File: config.mk
export PLATFORM = sky130hd
export DESIGN_NAME = frame_stimulus_driver
export DESIGN_NICKNAME = d
export VERILOG_FILES = /design/src/rtl/frame_stimulus_driver_pkg.sv /design/src/rtl/frame_stimulus_driver_phase_tracker.sv /design/src/rtl/frame_stimulus_driver.sv
export SDC_FILE = /design/constraint.sdc
export NUM_CORES = 1
export LEC_CHECK = 0
export CORE_UTILIZATION = 25
export CTS_CLUSTER_DIAMETER = 150
export DETAILED_ROUTE_END_ITERATION = 6
export GPL_TIMING_DRIVEN = 0
export PLACE_DENSITY_LB_ADDON = 0.15
export SETUP_SLACK_MARGIN = 0.15
export SLEW_MARGIN = 15
export SYNTH_ARGS = -nofsm -noshare
export SYNTH_HDL_FRONTEND = slang
export SYNTH_SLANG_ARGS = --single-unit
File: constraint.sdc
create_clock -name clk -period 3.4 [get_ports clk]
set_clock_uncertainty 0.2 [all_clocks]
set_input_delay 0.34 -clock clk [delete_from_list [all_inputs] [get_ports clk]]
set_output_delay 0.34 -clock clk [all_outputs]
set_load 0.01 [all_outputs]
File: src/rtl/frame_stimulus_driver_pkg.sv
// Shared definitions for the frame stimulus driver and any future monitor
// of the 8-state frame state machine. Phase encoding matches the target's.
package frame_stimulus_driver_pkg;

  localparam logic [2:0] S0 = 3'h0;
  localparam logic [2:0] S1 = 3'h1;
  localparam logic [2:0] S2 = 3'h2;
  localparam logic [2:0] S3 = 3'h3;
  localparam logic [2:0] S4 = 3'h4;
  localparam logic [2:0] S5 = 3'h5;
  localparam logic [2:0] S6 = 3'h6;
  localparam logic [2:0] S7 = 3'h7;

  localparam logic [2:0] IDLE_CODE_DEF = 3'b000;

  // Expected {outp@phase2, outp@phase3} for a frame driven with code c.
  function automatic logic [1:0] exp_outp(input logic [2:0] code);
    exp_outp = {code[2] & (code[0] | code[1]), code[0] | code[1]};
  endfunction

endpackage

File: src/rtl/frame_stimulus_driver_phase_tracker.sv
// Mirrors the target's state sequence so the driver knows where each frame
// begins and ends. long_sel is the target's b[2] as currently driven.
//
// state | meaning
// S0    | first cycle of a frame (new code visible to the target)
// S1    | second cycle
// S2    | first informative outp sample
// S3    | second informative outp sample; short frames end here
// S4-S6 | long-frame extension
// S7    | last cycle of a long frame
module phase_tracker
  import frame_stimulus_driver_pkg::*;
(
  input  logic       clk,
  input  logic       rst,
  input  logic       long_sel,
  output logic [2:0] ph,
  output logic       frame_end
);

  logic [2:0] ph_next;

  // Next phase: linear count, except a short frame returns to S0 after S3.
  always_comb begin
    ph_next = ph + 3'd1;
    if (ph == S3 && !long_sel) ph_next = S0;
  end

  // Phase register.
  always_ff @(posedge clk) begin
    if (rst) ph <= S0;
    else     ph <= ph_next;
  end

  assign frame_end = (ph == S7) | ((ph == S3) & ~long_sel);

endmodule

File: src/rtl/frame_stimulus_driver.sv
// Transmit-side driver for the frame state machine: loads one command code
// per frame at frame boundaries, captures the two informative outp samples
// and reports a per-frame response with mismatch counting.
module frame_stimulus_driver
  import frame_stimulus_driver_pkg::*;
#(
  parameter logic [2:0] IDLE_CODE = IDLE_CODE_DEF,
  parameter int         CNT_W     = 16
) (
  input  logic             clk,
  input  logic             rst,
  input  logic             cmd_valid,
  input  logic [2:0]       cmd_code,
  output logic             cmd_ready,
  output logic [2:0]       b_out,
  input  logic             outp_in,
  output logic             rsp_valid,
  output logic [1:0]       rsp_samp,
  output logic             rsp_long,
  output logic             rsp_err,
  output logic [CNT_W-1:0] frame_cnt,
  output logic [CNT_W-1:0] err_cnt
);

  localparam logic [CNT_W-1:0] CNT_ONE = {{(CNT_W-1){1'b0}}, 1'b1};

  logic [2:0] ph;
  logic       frame_end;
  logic       busy;
  logic       s2;
  logic [1:0] samp;
  logic       mismatch;

  phase_tracker u_phase (
    .clk       (clk),
    .rst       (rst),
    .long_sel  (b_out[1]),
    .ph        (ph),
    .frame_end (frame_end)
  );

  assign cmd_ready = frame_end;
  assign samp      = {s2, outp_in};
  assign mismatch  = (samp != exp_outp(b_out));

  // Frame loader: code, busy flag and frame count change only at frame_end.
  always_ff @(posedge clk) begin
    if (rst) begin
      b_out     <= IDLE_CODE;
      busy      <= 1'b0;
      frame_cnt <= '0;
    end else if (frame_end) begin
      if (cmd_valid) begin
        b_out     <= cmd_code;
        busy      <= 1'b1;
        frame_cnt <= frame_cnt + CNT_ONE;
      end else begin
        b_out <= IDLE_CODE;
        busy  <= 1'b0;
      end
    end
  end

  // Sample capture and response generation; idle frames never respond.
  always_ff @(posedge clk) begin
    if (rst) begin
      s2        <= 1'b0;
      rsp_valid <= 1'b0;
      rsp_samp  <= 2'b00;
      rsp_long  <= 1'b0;
      rsp_err   <= 1'b0;
      err_cnt   <= '0;
    end else begin
      rsp_valid <= 1'b0;
      if (ph == S2) s2 <= outp_in;
      if (ph == S3 && busy) begin
        rsp_valid <= 1'b1;
        rsp_samp  <= samp;
        rsp_long  <= b_out[1];
        rsp_err   <= mismatch;
        if (mismatch && err_cnt != {CNT_W{1'b1}}) err_cnt <= err_cnt + CNT_ONE;
      end
    end
  end

endmodule

# After elaboration in Yosys (flattened, before gate mapping)

Index checks and enable logic that the tools add are counted.

Input bits: 7
Output and inout port bits: 41
Logic and storage cells: 33
Register bits after elaboration: 45

Equality and inequality tests: 5
Mux-type cells: 3
Add/subtract/negate cells: 3
Reduce and logical (&&, ||, !) cells: 7
Bitwise logic cells: 5

Operator list:

| kind                                                 | count |
|---|---|
| adder 16 x 1 -> 16 bit (second input constant)       | 2 |
| != test 16 bit (second input constant)               | 1 |
| equality test 3 x 2 -> 1 bit (second input constant) | 2 |
| AND reduction 2 bit                                  | 2 |
| adder 3 x 1 -> 3 bit (second input constant)         | 1 |
| equality test 3 bit (second input constant)          | 1 |
| logical AND 1 bit                                    | 3 |
| two-way mux 3 bit                                    | 1 |
| AND 1 bit                                            | 2 |
| two-way mux 1 bit                                    | 2 |
| != test 2 bit                                        | 1 |
| OR 1 bit                                             | 2 |
| OR reduction 2 bit                                   | 1 |
| logical NOT 1 bit                                    | 1 |
| inverter 1 bit                                       | 1 |

# Logic depth before layout (Yosys ltp)

Word-level depth: 5
Depth in mapped cells: 8
Gate-level depth less buffers: 8

# Hierarchy

A second synthesis with hierarchy kept.

Cells, all modules: 237
Area total of the unflattened synthesis: 2100.8 um2

Modules (own cells, without submodules):

| module                | times used | sequential area each (um2) | area each (um2) | cells an instance |
|---|---|---|---|---|
| frame_stimulus_driver | 1          | 840.8                      | 1956.9          | 225 |
| phase_tracker         | 1          | 60.1                       | 143.9           | 12 |

# Worst setup path after synthesis

No wires, ideal clock.

Path type: reg-to-reg
Start point: register u_phase.ph[0]
End point: register err_cnt[14]
Cell stages (with the launch flop): 9
Period minus slack after synthesis: 2574 ps
Library setup time: 121 ps
Setup slack: 826 ps
Required time: 3079 ps
Buffers on the path: 1
Data arrival time: 2253 ps
Cell sequence: dfxtp_1 > ha_1 > ha_1 > nand2_2 > a211o_1 > or2_1 > buf_2 > or4_4 > mux2_4

Longest elaborated chain between the ends: 3

RTL lines:

| element                       | RTL line                                  | RTL |
|---|---|---|
| start, declared               | frame_stimulus_driver_phase_tracker.sv:17 | `output logic [2:0] ph,` |
| start signal, assigned        | frame_stimulus_driver_phase_tracker.sv:32 | `else ph <= ph_next;` |
| equality test 3 x 2 -> 1 bit  | frame_stimulus_driver.sv:76               | `if (ph == S3 && busy) begin` |
| logical AND 1 bit             | frame_stimulus_driver.sv:76               |  |
| AND reduction 2 bit (no line) | -                                         |  |
| end signal, assigned          | frame_stimulus_driver.sv:81               | `if (mismatch && err_cnt != {CNT_W{1'b1}}) err_cnt <= err_cnt + CNT_ONE;` |
| end, declared                 | frame_stimulus_driver.sv:22               | `output logic [CNT_W-1:0] err_cnt` |

No other way between the ends.
A chain may end at the register's enable or synchronous reset.

# Final worst setup path

Start point: register u_phase.ph[0]
End point: output port cmd_ready

Longest elaborated chain between the ends: 3
Elaborated cells between the ends (all ways): 4
Those cells by class: eq/ne (2); bitwise (2)

RTL lines:

| element                      | RTL line                                  | RTL |
|---|---|---|
| equality test 3 x 2 -> 1 bit | frame_stimulus_driver_phase_tracker.sv:35 | `assign frame_end = (ph == S7) \| ((ph == S3) & ~long_sel);` |
| AND 1 bit                    | frame_stimulus_driver_phase_tracker.sv:35 |  |
| OR 1 bit *                   | frame_stimulus_driver_phase_tracker.sv:35 |  |
| end, declared                | frame_stimulus_driver.sv:14               | `output logic cmd_ready,` |

Every way passes the cells marked *; elsewhere a longest branch is shown, timed or not.

==> flow_metrics.env <==
export IMPL_max_cap_violations=0
export IMPL_sequentialPowerShare_pct=58.4
export IMPL_gp_congestion=0.7574
export IMPL_startpoint_type="flop"
export IMPL_setup_violations=0
export IMPL_route_detailed_drc=0
export IMPL_drive_gt1_share_pct=3.819
export IMPL_syn_inst=235
export IMPL_hold_violations=0
export IMPL_maxSlewHeadroom_pct=58.32
export IMPL_nets=301
export IMPL_p_switching_uw=207.8
export IMPL_r2r_slack_ns=0.65
export IMPL_power_frac_clock_pct=36.2
export IMPL_dieArea_um2=8431
export IMPL_viasPerCell=4.608
export IMPL_dp_hpwl_mm=3.619
export IMPL_p_leak_nw=0.8711
export IMPL_cts_repair_resized=0
export IMPL_p_int_uw=716.5
export IMPL_grt_pass1_vias=1592
export IMPL_finalMaxSlewViolations=0
export IMPL_fp_dieW_um=91.82
export IMPL_overflow=0
export IMPL_numCtsBuffers=5
export IMPL_cts_setup_buffers=0
export IMPL_ant_nets=0
export IMPL_swShare_pct=22.48
export IMPL_start_util_pct=25.97
export IMPL_synth_adder_area_share_pct=3.722
export IMPL_hp_class="in2reg"
export IMPL_finalSetupTns_ns=0
export IMPL_routed_via_count=1797
export IMPL_cts_tree="done"
export IMPL_endpoint_kind="output port"
export IMPL_placed_cells=383
export IMPL_placementRows=32
export IMPL_cts_clk_slew_worst_paths_ns=0.08
export IMPL_cp_data_required_time_ns=2.86
export IMPL_drt_iter0_drc=50
export IMPL_cts_hold_buf=0
export IMPL_antenna_found_initial=0
export IMPL_ys_types=42
export IMPL_clock_sinks=45
export IMPL_syn_nets=248
export IMPL_syn_area_um2=2017
export IMPL_synth_edf_count=0
export IMPL_yosysWarnings=0
export IMPL_post_route_util_pct=34.65
export IMPL_routedWlPerCell_um=12.59
export IMPL_synth_simple_area_share_pct=27.67
export IMPL_rsz0062_at_grt="no"
export IMPL_p_per_area_nw_per_um2=343.4
export IMPL_fin_crit_ns=2.835
export IMPL_crit_type="reg2out"
export IMPL_grt_pass1_wl_mm=8.017
export IMPL_drt_total_wl_mm=4.910
export IMPL_core_area_um2=7767
export IMPL_fin_crit_sh_pct=83.39
export IMPL_layoutNonFillerInstCount=390
export IMPL_ys_seq_area_share_pct=44.67
export IMPL_first_pass_iters=4
export IMPL_max_freq_ghz=0.3527
export IMPL_avgSynthCellArea_um2=8.583
export IMPL_timing_final_ws_setup_ns=0.5646
export IMPL_clock_latency_ns=0.29
export IMPL_grt_util_all_layers_pct=12.15
export IMPL_die_y_um=91.82
export IMPL_n_antenna_cell=0
export IMPL_worst_pin_slew_ns=0.6225
export IMPL_outcome="complete, no violations"
export IMPL_grt_max_degree=13
export IMPL_areaGrowthSynthToFinish_pct=33.44
export IMPL_synth_top_family_by_area="simple AND/OR/NAND/NOR gates"
export IMPL_ys_seq_elements=45
export IMPL_fin_area_um2=2691
export IMPL_cts_root_buf="clkbuf_8"
export IMPL_fin_hold_ws_ns=0.2042
export IMPL_cp_arrival_ns=2.30
export IMPL_p_total_uw=924.3
export IMPL_async_flop_share_pct=0
export IMPL_pre_cts_ws_ns=0.6166
export IMPL_synth_mux_area_share_pct=1.737
export IMPL_postPlaceCellArea_um2=2605
export IMPL_synth_flop_cell="dfxtp_1"
export IMPL_cts_max_level=2
export IMPL_combPwrFrac_pct=5.4
export IMPL_synth_compound_area_share_pct=10.48
export IMPL_port_buffers=46
export IMPL_cts_max_path_buffers=2
export IMPL_peakVddDrop_mv=0.1382
export IMPL_synth_xor_area_share_pct=8.685
export IMPL_io_pins=48
export IMPL_critPathMaxFanout=6
layer usage:
metal / GRT usage (%) / up-vias / part of all wire, % / routed length (um)
met5: 0 / - / 0 / 0
met4: 4.297 / 0 / 1.4 / 69
met3: 2.902 / 6 / 3.6 / 176
met2: 19.11 / 28 / 46 / 2242
met1: 16.20 / 825 / 49 / 2422
li1: - / 938 / - / -
registers in the layout, indices dropped and copies added (netlist names):
name and count:
frame_cnt 16, rsp_valid 1, b_out 3, rsp_long 1
s2 1, u_phase.ph 3, busy 1, rsp_err 1
rsp_samp 2, err_cnt 16
cells in the mapped netlist (2+ instances only):
library cell	count	area [um2]
clkbuf_1	8	30.03
nand2_1	20	75.07
o21ai_0	5	25.02
nand4_1	7	43.79
ha_1	6	75.07
nand3_1	16	80.08
and3_1	3	18.77
dfxtp_1	45	900.9
xor2_1	7	61.31
and4_1	2	17.52
nor3_1	4	20.02
xnor2_1	13	113.9
o31ai_1	2	15.01
nor4_1	8	50.05
nor2b_1	3	18.77
nor2_1	33	123.9
o21a_1	2	15.01
or3_1	5	31.28
mux2i_1	2	20.02
a21oi_1	18	90.09
inv_1	5	18.77
critical path: stages, from the launching register on:
cell	delay, ns
dfxtp_1	0.35
ha_1	0.18
ha_1	0.27
nor2b_1	0.35
nor2_1	0.14
inv_1	0.15
clkdlybuf4s50_1	0.56
power by group through the flow:
stage	logic, mW	registers (mW)	clock network (mW)
final	0.0499	0.539	0.335
after global routing	0.0557	0.541	0.374
after CTS	0.0512	0.540	0.357
after detailed placement	0.0508	0.552	0
after global placement	0.0507	0.552	0
after floorplan	0.0290	0.551	0
final timing paths:
kind	from	end	depth (start not counted)
max	u_phase.ph[0]	cmd_ready	6
min	rst	b_out[0]	2
max reg2reg	u_phase.ph[0]	err_cnt[14]	8
min reg2reg	u_phase.ph[0]	u_phase.ph[0]	1
cells by family after synthesis:
| family | Yosys count |
|---|---|
| multiplexers | 3 |
| XOR/XNOR | 20 |
| AND/OR/NAND/NOR | 111 |
| AO/OA/AOI/OAI | 35 |
| adder cells (fa/ha/maj) | 6 |
| flip-flops | 45 |
| buffers and inverters | 15 |
area by class of cell:
class | instances | area [um2]
Multi-Input combinational cell | 175 | 1055
Buffer | 10 | 42.54
Tap cell | 102 | 127.6
Fill cell | 819 | 5076
Inverter | 5 | 18.77
Timing Repair Buffer | 46 | 460.4
Clock buffer | 7 | 86.33
Sequential cell | 45 | 900.9
cell usage in the layout (no fill, tap or decap), types with 6 or more instances in the layout:
| cell | instances |
|---|---|
| nand2_1 | 20 |
| clkbuf_8 | 6 |
| nand3_1 | 16 |
| a21oi_1 | 18 |
| nand4_1 | 7 |
| nor2_1 | 33 |
| clkbuf_1 | 9 |
| clkdlybuf4s50_1 | 46 |
| xnor2_1 | 13 |
| nor4_1 | 8 |
| xor2_1 | 7 |
| dfxtp_1 | 45 |
| ha_1 | 6 |
Note: power is estimated with default switching activity, not from simulation.
